<file path="config.mk">
export PLATFORM = sky130hd
export DESIGN_NAME = sprite_fetch
export DESIGN_NICKNAME = d
export VERILOG_FILES = /design/src/rtl/sprite_fetch.sv
export SDC_FILE = /design/constraint.sdc
export NUM_CORES = 1
export LEC_CHECK = 0
export ABC_AREA = 1
export ABC_CLOCK_PERIOD_IN_PS = 2800
export CELL_PAD_IN_SITES_DETAIL_PLACEMENT = 0
export CELL_PAD_IN_SITES_GLOBAL_PLACEMENT = 1
export CORE_AREA = 4 4 127 129
export DETAILED_ROUTE_END_ITERATION = 6
export DIE_AREA = 0 0 131 133
export PLACE_DENSITY = 0.87
export SYNTH_ARGS = -nofsm -noshare
export SYNTH_HDL_FRONTEND = slang
export SYNTH_SLANG_ARGS = --single-unit
</file>
<file path="constraint.sdc">
create_clock -name clk -period 2.8 [get_ports clk]
set_clock_uncertainty 0.1 [all_clocks]
set_input_delay 0.56 -clock clk [delete_from_list [all_inputs] [get_ports clk]]
set_output_delay 0.56 -clock clk [all_outputs]
set_load 0.1 [all_outputs]
</file>
<file path="src/rtl/sprite_fetch.sv">
// Pixel source for the 800x600 VGA output stage: places one RGB332 image at a
// frame-latched position with optional power-of-two upscaling. Latency is 2 clocks.
module sprite_fetch #(
  parameter int          IMG_W      = 168,
  parameter int          IMG_H      = 192,
  parameter int          SCALE_LOG2 = 0,
  parameter int          H_ACTIVE   = 800,
  parameter int          V_ACTIVE   = 600,
  parameter int          H_TOTAL    = 1056,
  parameter int          V_TOTAL    = 628,
  parameter logic [7:0]  BG_COLOR   = 8'h04,
  parameter int          ADDR_W     = 16
) (
  input  logic              clk,
  input  logic              reset,
  input  logic [10:0]       hcount,
  input  logic [9:0]        vcount,
  input  logic [10:0]       pos_x,
  input  logic [9:0]        pos_y,
  input  logic              enable,
  output logic [ADDR_W-1:0] rom_addr,
  input  logic [7:0]        rom_data,
  output logic [7:0]        rgb,
  output logic              frame_start
);

  localparam int SW   = (SCALE_LOG2 == 0) ? 1 : SCALE_LOG2;
  localparam int RC_W = $clog2(IMG_H + 1);

  localparam logic [SW-1:0]     SUB_MASK   = SW'((32'd1 << SCALE_LOG2) - 32'd1);
  localparam logic [11:0]       WX         = 12'(IMG_W << SCALE_LOG2);
  localparam logic [10:0]       H_LAST     = 11'(H_TOTAL - 1);
  localparam logic [9:0]        V_LAST     = 10'(V_TOTAL - 1);
  localparam logic [10:0]       H_ACT      = 11'(H_ACTIVE);
  localparam logic [9:0]        V_ACT      = 10'(V_ACTIVE);
  localparam logic [RC_W-1:0]   ROWS       = RC_W'(IMG_H);
  localparam logic [ADDR_W-1:0] ROW_STRIDE = ADDR_W'(IMG_W);
  localparam logic [ADDR_W-1:0] FIRST_STEP = (SCALE_LOG2 == 0) ? ADDR_W'(1) : '0;

  logic [10:0]       sh_x;
  logic [9:0]        sh_y;
  logic              sh_en;
  logic [ADDR_W-1:0] row_base;
  logic [ADDR_W-1:0] col_addr;
  logic [SW-1:0]     hsub;
  logic [SW-1:0]     vsub;
  logic [RC_W-1:0]   row_cnt;
  logic              win_d;
  logic              act_d;

  logic              frame_last;
  logic              line_last;
  logic              at_left;
  logic [11:0]       x_end;
  logic              in_x;
  logic              in_y;
  logic              active;
  logic              in_win;
  logic [ADDR_W-1:0] pix_addr;
  logic [SW-1:0]     hsub_nxt;
  logic [SW-1:0]     vsub_nxt;

  always_comb begin
    frame_last = (hcount == H_LAST) && (vcount == V_LAST);
    line_last  = (hcount == H_LAST);
    at_left    = (hcount == sh_x);
    // 12-bit end so a window near the right edge of the 11-bit range cannot wrap
    x_end      = {1'b0, sh_x} + WX;
    in_x       = (hcount >= sh_x) && ({1'b0, hcount} < x_end);
    in_y       = (vcount >= sh_y) && (row_cnt < ROWS);
    active     = (hcount < H_ACT) && (vcount < V_ACT);
    in_win     = sh_en && in_x && in_y && active;
    pix_addr   = at_left ? row_base : col_addr;
    hsub_nxt   = (hsub + SW'(1)) & SUB_MASK;
    vsub_nxt   = (vsub + SW'(1)) & SUB_MASK;
  end

  // Frame shadow registers and per-line row advance
  always_ff @(posedge clk or posedge reset) begin
    if (reset) begin
      sh_x        <= '0;
      sh_y        <= '0;
      sh_en       <= 1'b0;
      row_base    <= '0;
      vsub        <= '0;
      row_cnt     <= '0;
      frame_start <= 1'b0;
    end else begin
      frame_start <= frame_last;
      if (frame_last) begin
        sh_x     <= pos_x;
        sh_y     <= pos_y;
        sh_en    <= enable;
        row_base <= '0;
        vsub     <= '0;
        row_cnt  <= '0;
      end else if (line_last && in_y) begin
        vsub <= vsub_nxt;
        if (vsub_nxt == '0) begin
          row_base <= row_base + ROW_STRIDE;
          row_cnt  <= row_cnt + RC_W'(1);
        end
      end
    end
  end

  // Column walk: the left-edge pixel reads row_base directly, so col_addr is
  // preloaded one step ahead of it and then advances once per 2^SCALE_LOG2 pixels.
  always_ff @(posedge clk or posedge reset) begin
    if (reset) begin
      col_addr <= '0;
      hsub     <= '0;
    end else if (at_left && in_y) begin
      col_addr <= row_base + FIRST_STEP;
      hsub     <= SW'(1) & SUB_MASK;
    end else if (in_x && in_y) begin
      hsub <= hsub_nxt;
      if (hsub_nxt == '0) col_addr <= col_addr + ADDR_W'(1);
    end
  end

  always_ff @(posedge clk or posedge reset) begin
    if (reset) begin
      rom_addr <= '0;
      win_d    <= 1'b0;
      act_d    <= 1'b0;
      rgb      <= '0;
    end else begin
      if (in_win) rom_addr <= pix_addr;
      win_d <= in_win;
      act_d <= active;
      rgb   <= win_d ? rom_data : (act_d ? BG_COLOR : 8'h00);
    end
  end

endmodule

</file>
# Word-level counts from Yosys, hierarchy flattened
# Index checks and enable logic that the tools add are counted.
# totals
reg_bits,89
input_bits,53
output_inout_bits,25
word_cells,46
# classes
addsub,5
n_lt_le_gt_ge,6
eq_ne,3
n_mux,9
n_reduce_logical,12
# ops
operator,count
$mux W16,5
$add A16 B1 Y16 const B,2
$mux W8,3
$add A16 B8 Y16 const B,1
$add A11 B8 Y12 const B,1
$lt A11 B12 Y1,1
$eq A11 B11 Y1,1
$eq A11 B11 Y1 const B,1
$ge A11 B11 Y1,1
$lt A11 B10 Y1 const B,1
$eq A10 B10 Y1 const B,1
$ge A10 B10 Y1,1
$logic_and A1 B1 Y1,10
$lt A10 B10 Y1 const B,1
$add A8 B1 Y8 const B,1
$lt A8 B8 Y1 const B,1
$reduce_bool A2 Y1,2
$mux W3,1

# Depth between registers and ports, before layout
# Gate-level depths: netlist (run 1).
# logic_depth
word_depth,6
depth_mapped,22
ltp_nobuf,21

# Worst setup path after synthesis (run 1)
# No wires, ideal clock.
# synth_timing
path_kind,input to register
from,input port hcount[0]
to,register col_addr[8]
setup_ns,0.065
arrival_time_ns,2.513
required_time_ns,2.635
setup_slack_ns,0.123
stages,17
path_buffers,1
cell_sequence,inv_1 ha_1 nand4_2 nor3_4 nand3_4 buf_6 nand2_1 inv_1 ha_1 nand3_1 inv_1 nand2_1 nor2_2 nand2_1 xnor2_1 nand2_1 nand2_1
# synth_between
elab_chain_len,4
word_cells_on_any_way,8
classes_between,order compare: 2; eq/ne: 1; mux: 1; reduce/logical: 4
# synth_rtl
element,line,text
start: declaration,16,"input logic [10:0] hcount,"
$lt A11 B12 Y1 / $ge A11 B11 Y1 (equally long branches),69,"in_x = (hcount >= sh_x) && ({1'b0, hcount} < x_end);"
$logic_and A1 B1 Y1,69,
$logic_and A1 B1 Y1,116,end else if (in_x && in_y) begin
$reduce_bool A2 Y1 (no line),-,
end signal: assignment,114,col_addr <= row_base + FIRST_STEP;
end signal: assignment,118,if (hsub_nxt == '0) col_addr <= col_addr + ADDR_W'(1);
end: declaration,44,logic [ADDR_W-1:0] col_addr;
# Several ways; a longest one is shown, not always the timed one.
# A chain may end at the register's enable or synchronous reset.

# Worst setup path in the final report (run 1)
# layout_timing
from,input port hcount[1]
to,register col_addr[4]
# Same word-level chain as after synthesis.

==> impl_metrics.toml, run 1 <==
[pwr]
ir_drop_mv = 0.412
combPwrFrac_pct = 8.0
p_int_mw = 2.10
pwr-share-clk_pct = 45.5
netSwitchingFraction_pct = 21.6
p_switching_uw = 578
leakage_nw = 4.01
p_per_area_nw_per_um2 = 350
power.total_mw = 2.68
power_frac_seq_pct = 46.5

[setup_path]
endpoint_kind = "flop"
rr_endpoint = "col_addr[7]"
rrSetupSlack_ns = 0.13
worstPathRequired_ns = 2.90
start_kind = "input pin"
worst-setup-path-type = "in2reg"
critPathMaxFanout = 7
critPathArrivalTime_ns = 2.80
r2r-start = "sh_x[4]"
rr_worst_depth = 16

[synth]
synth_fp_nets = 826
netlist_area_sq_um = 5350
yosysUniqueCellTypes = 38
synth_largest_area_cell = "dfrtp_1"
yosysWarnings = 0
syn_inst = 740
ys_seq_area_share_pct = 40.2
ys_top_cells_by_area = "dfrtp_1 (40%), nand2_1 (17%), ha_1 (7.7%), inv_1 (7.2%), o21ai_0 (5.6%)"
ys_ff_latch = 86
synth_edf_count = 0
syn_area_per_cell_sq_um = 7.23
synth_top_area_share_pct = 40.2
synth_ff_type = "dfrtp_1"
async_flop_share_pct = 100

[finish]
nets = 972
final_cell_mix = "nand2_1 (219), inv_1 (96), buf_4 (93)"
syn_to_final_growth_pct = 42.7
fillers = 1401
drive_above_1_share_pct = 23.0
antenna_cells = 0
final_common_cell = "nand2_1"

[detailed_routing]
drc = 0
drtPass1Iterations = 5
wirelength_um = 15000
vias = 5221
ant_nets = 0
wl_per_cell_um = 13.9
drtIter0Drc = 308
via_per_inst = 4.84

[clocking]
htreeDepth = 3
postCtsHoldBufs = 0
clkTransAtPathRegs_ns = 0.06
cts_sinks = 86
cts_tree = "built"
numCtsBuffers = 9
cts.path.max_buffers = 2
insertion_delay_ns = 0.34
root_buffer = "clkbuf_16"

[timing]
final_max_slew_viol_count = 0
setup_slack_ns = 0.0965
hold_viol = 0
final-setup-viol-count = 0
max_slew_margin_pct = 59.4
finalCritPeriodShare_pct = 96.6
timing.fmax_mhz = 370
layout_min_cycle_time_ns = 2.70
worstMarginPinSlew_ns = 0.608

[floorplan]
start_util_pct = 35.6
core_area_sq_um = 15000
die_x_um = 131
die_y_um = 133
die_area_sq_um = 17400
rows = 45
ios = 78

[run]
max_cap_violations = 0

[place]
routabilityCongestion = 0.930
dp_hpwl_um = 11100
place_worst_setup_slack_ns = -0.493
portBuffers = 77

[global_route]
grt_max_degree = 37
grt_remaining_overflow = 0
grt_pass1_wl_um = 23600
grt_usage_pct = 16.8
antenna_found_initial = 0
grt_pass1_vias = 4826

[hold_path]
holdPathEnd = "rom_addr[6]"
min_from = "rom_addr[6]"
whs_path_depth = 2
hold_class = "reg2reg"

[outcome]
status = "complete, no violations"
## flip-flops by register name (all words and copies together), names as in the netlist
signal,flops
col_addr,16
rom_addr,16
row_base,13
sh_x,11
sh_y,10
rgb,8
row_cnt,8
act_d,1
frame_start,1
sh_en,1
win_d,1
## synthesized netlist by cell type, types with 2 or more instances
master	count
a211oi_1	2
a21oi_1	29
a31oi_1	3
and3_1	2
buf_2	7
buf_4	5
clkbuf_1	8
dfrtp_1	86
ha_1	33
inv_1	102
nand2_1	242
nand2_2	2
nand3_1	35
nand4_1	29
nor2_1	47
nor2_2	4
nor3_1	11
nor4_1	4
o21ai_0	60
o21ai_1	5
xor2_1	7
## what timing repair did
item                       CTS  global route
setup endpoints to repair   13            37
resized for setup           16            98
pin swaps                    4            50
gates cloned                 1             2
buffers inserted             0             6
## power by group through the flow
stage | logic (mW) | registers, mW | clock network (mW)
floorplan | 0.0598 | 1.28 | 0
global route | 0.238 | 1.24 | 1.29
finish | 0.214 | 1.25 | 1.22
CTS | 0.202 | 1.24 | 1.26
detailed placement | 0.201 | 1.27 | 0
global placement | 0.199 | 1.27 | 0
## cell type report
cell class              instances  area [sq um]  area share, %
clock buffers                  13           260           3.41
clock inverters                 3          42.5          0.557
inverters                     102           390           5.11
multi-input cells             530          3100           40.6
flip-flops and latches         86          2150           28.2
well taps                     188           235           3.08
repair buffers                156          1450           19.0
repair inverters                1          7.51         0.0983
## worst max-delay path, cell delays in order
cell and delay (ns):
clkdlybuf4s50_1 0.43, ha_2 0.39, nand4_4 0.11, nor3_4 0.22
nand3_4 0.13, buf_12 0.18, nand2_1 0.06, nand2_2 0.08
nor2_2 0.15, buf_4 0.12, nor2_1 0.03, o21ai_0 0.19
o21ai_0 0.14
## routing by layer
metal / vias to the layer above / wire (um) / track usage [%]
met5: - / 0 / 0
met2: 151 / 6810 / 25.0
met4: 0 / 210 / 4.80
li1: 2685 / - / -
met1: 2370 / 6950 / 24.3
met3: 15 / 998 / 3.79
## worst max-delay path by stage
stage                   start     endpoint  slack, ns  cells past startpoint
floorplan           hcount[0]  col_addr[8]       0.12                     17
global placement    vcount[0]  col_addr[8]      -0.43                     21
detailed placement  vcount[0]  col_addr[8]      -0.49                     21
CTS                 vcount[0]  col_addr[8]      0.007                     21
global route          sh_x[4]  col_addr[8]      -0.07                     16
finish              hcount[1]  col_addr[4]        0.1                     13
## cell families after synthesis
family | count (synthesis) | synth area share (%)
buffers and inverters | 124 | 9.35
AO/OA/AOI/OAI | 103 | 10.0
AND/OR/NAND/NOR | 385 | 31.2
adder cells (fa/ha/maj) | 33 | 7.71
flip-flops | 86 | 40.2
multiplexers | 1 | 0.210
XOR/XNOR | 8 | 1.31
## through the flow
stage	hold WS [ns]	instance area (sq um)	TNS, ns	util [%]	cells
detailed placement	0.368	6750	-10.90	44.9	1054
global placement	0.364	6750	-9.08	44.9	1054
global route	0.390	7640	-0.568	50.8	1079
floorplan	0.349	5360	0	-	740
finish	0.378	7640	0	50.8	1079
CTS	0.383	7120	0	47.3	1071
Note: power is estimated with default switching activity, not from simulation.
==> inputs of run 2 (changes only) <==
Settings changed: CORE_AREA 4 4 127 129 to 4 4 142 117, DIE_AREA 0 0 131 133 to 0 0 146 121.
==> run 2 against run 1 <==
Compared with the run above: non-clock buffer count grew 10; die area increased by 1.4%; highest routed layer unchanged; count of clock-buffer cells in the layout decreased by 3; largest power group is now the clock network; critical path depth increased by 4; critical endpoint is now col_addr[6]; fmax down 0.61%; routed wire length grew 2.5%.
==> impl_metrics.toml, run 2 (synthesized netlist as in run 1, its figures left out) <==
[timing]
setup_slack_ns = 0.0800
final_max_slew_viol_count = 0
layout_min_cycle_time_ns = 2.72
rsz0062_at_grt = "yes"
finalCritPeriodShare_pct = 97.1
max_slew_margin_pct = 66.3
hold_viol = 0
worstMarginPinSlew_ns = 0.504
setup_tns_ns = 0
final-setup-viol-count = 0
timing.fmax_mhz = 368
hold_slack_ns = 0.391

[clocking]
cts_tree = "built"
cts.path.max_buffers = 2
htreeDepth = 3
clkTransAtPathRegs_ns = 0.07
cts_sinks = 86
numCtsBuffers = 9
root_buffer = "clkbuf_16"
insertion_delay_ns = 0.34

[finish]
nets = 982
antenna_cells = 0
drive_above_1_share_pct = 23.1
final_common_cell = "nand2_1"
fillers = 1442
syn_to_final_growth_pct = 43.9
final_cell_mix = "nand2_1 (224), buf_4 (104), inv_1 (94)"
postLayoutCoreUtil_pct = 50.2
top_regs = "col_addr (16), rom_addr (16), row_base (13)"

[detailed_routing]
ant_nets = 0
wl_per_cell_um = 14.0
drtIter0Drc = 324
via_per_inst = 4.83
wirelength_um = 15300
drtPass1Iterations = 5
drc = 0
vias = 5285

[place]
place_worst_setup_slack_ns = -0.430
routabilityCongestion = 0.870
portBuffers = 77
dp_hpwl_um = 11200

[hold_path]
hold_class = "reg2reg"

[setup_path]
endpoint_kind = "flop"
rr_worst_depth = 17
r2r-start = "sh_x[3]"
start_kind = "input pin"
critPathMaxFanout = 6
worstPathRequired_ns = 2.93
crit_end = "col_addr[6]"
worst-setup-path-type = "in2reg"
rrSetupSlack_ns = 0.10
critPathArrivalTime_ns = 2.85
rr_endpoint = "col_addr[6]"
crit_path_start = "vcount[1]"

[floorplan]
ios = 78
die_x_um = 146
rows = 41
core_area_sq_um = 15300
start_util_pct = 34.9
die_area_sq_um = 17700
die_y_um = 121

[outcome]
status = "complete, no violations"

[global_route]
grt_usage_pct = 17.2
antenna_found_initial = 0
grt_remaining_overflow = 0
grt_pass1_wl_um = 24700
grt_pass1_vias = 5052
grt_max_degree = 87

[pwr]
p_per_area_nw_per_um2 = 352
ir_drop_mv = 0.273
power.total_mw = 2.71
leakage_nw = 4.07

[run]
max_cap_violations = 0
[run 2: final cells by class]
class	count	area, sq um	area share, %
Tap cell	193	241	3.13
Timing Repair Buffer	166	1530	19.8
Inverter	102	390	5.07
Clock buffer	10	239	3.10
Multi-Input combinational cell	530	3080	39.9
Sequential cell	86	2150	27.9
Timing Repair inverter	1	7.51	0.0974
Clock inverter	6	68.8	0.893
[run 2: how the worst min path moves through the flow]
| stage | cells after the start | start | end | slack, ns |
|---|---|---|---|---|
| final | 2 | rom_addr[10] | rom_addr[10] | 0.39 |
| after global routing | 2 | sh_y[0] | sh_y[0] | 0.41 |
| after CTS | 2 | rom_addr[11] | rom_addr[11] | 0.39 |
| after detailed placement | 2 | rom_addr[11] | rom_addr[11] | 0.38 |
| after global placement | 2 | rom_addr[3] | rom_addr[3] | 0.37 |
| after floorplan | 2 | sh_en | sh_en | 0.35 |
[run 2: worst max-delay path: stages]
cell	delay (ns)
clkdlybuf4s50_1	0.42
ha_1	0.30
nand2_1	0.07
nand2_1	0.06
nand3_2	0.07
nand3_4	0.15
nand3_4	0.18
nand2_2	0.08
inv_2	0.05
ha_2	0.17
nand3_2	0.09
inv_2	0.07
nand2_2	0.06
nor2_4	0.16
nor2_1	0.07
o21ai_0	0.19
o21ai_1	0.10
[run 2: metrics by stage]
step / cells / instance area, sq um
floorplan: 740 / 5360
global placement: 1065 / 6820
detailed placement: 1065 / 6820
CTS: 1082 / 7170
global route: 1094 / 7700
finish: 1094 / 7700
[run 2: repair_timing]
item | 4_1_cts | 5_1_grt
endpoints found under the setup margin | 13 | 41
hold buffers | 0 | 0
buffers inserted | 0 | 10
pin swaps | 0 | 42
gates resized for setup | 9 | 96
cloned | 1 | 2
[run 2: layer usage]
| metal | share of wire [%] | global-route usage (%) | vias to the layer above | routed length [um] |
|---|---|---|---|---|
| met2 | 43 | 25.4 | 149 | 6600 |
| met5 | 0 | 0 | - | 0 |
| met1 | 50 | 25.9 | 2419 | 7720 |
| met3 | 5.6 | 3.66 | 16 | 855 |
| met4 | 1.0 | 3.64 | 0 | 160 |
| li1 | - | - | 2701 | - |
[run 2: power breakdown]
part / internal [mW] / total [mW] / switching (mW)
logic: 0.112 / 0.212 / 0.100
clock network: 0.723 / 1.25 / 0.531
registers: 1.24 / 1.24 / 0.000669
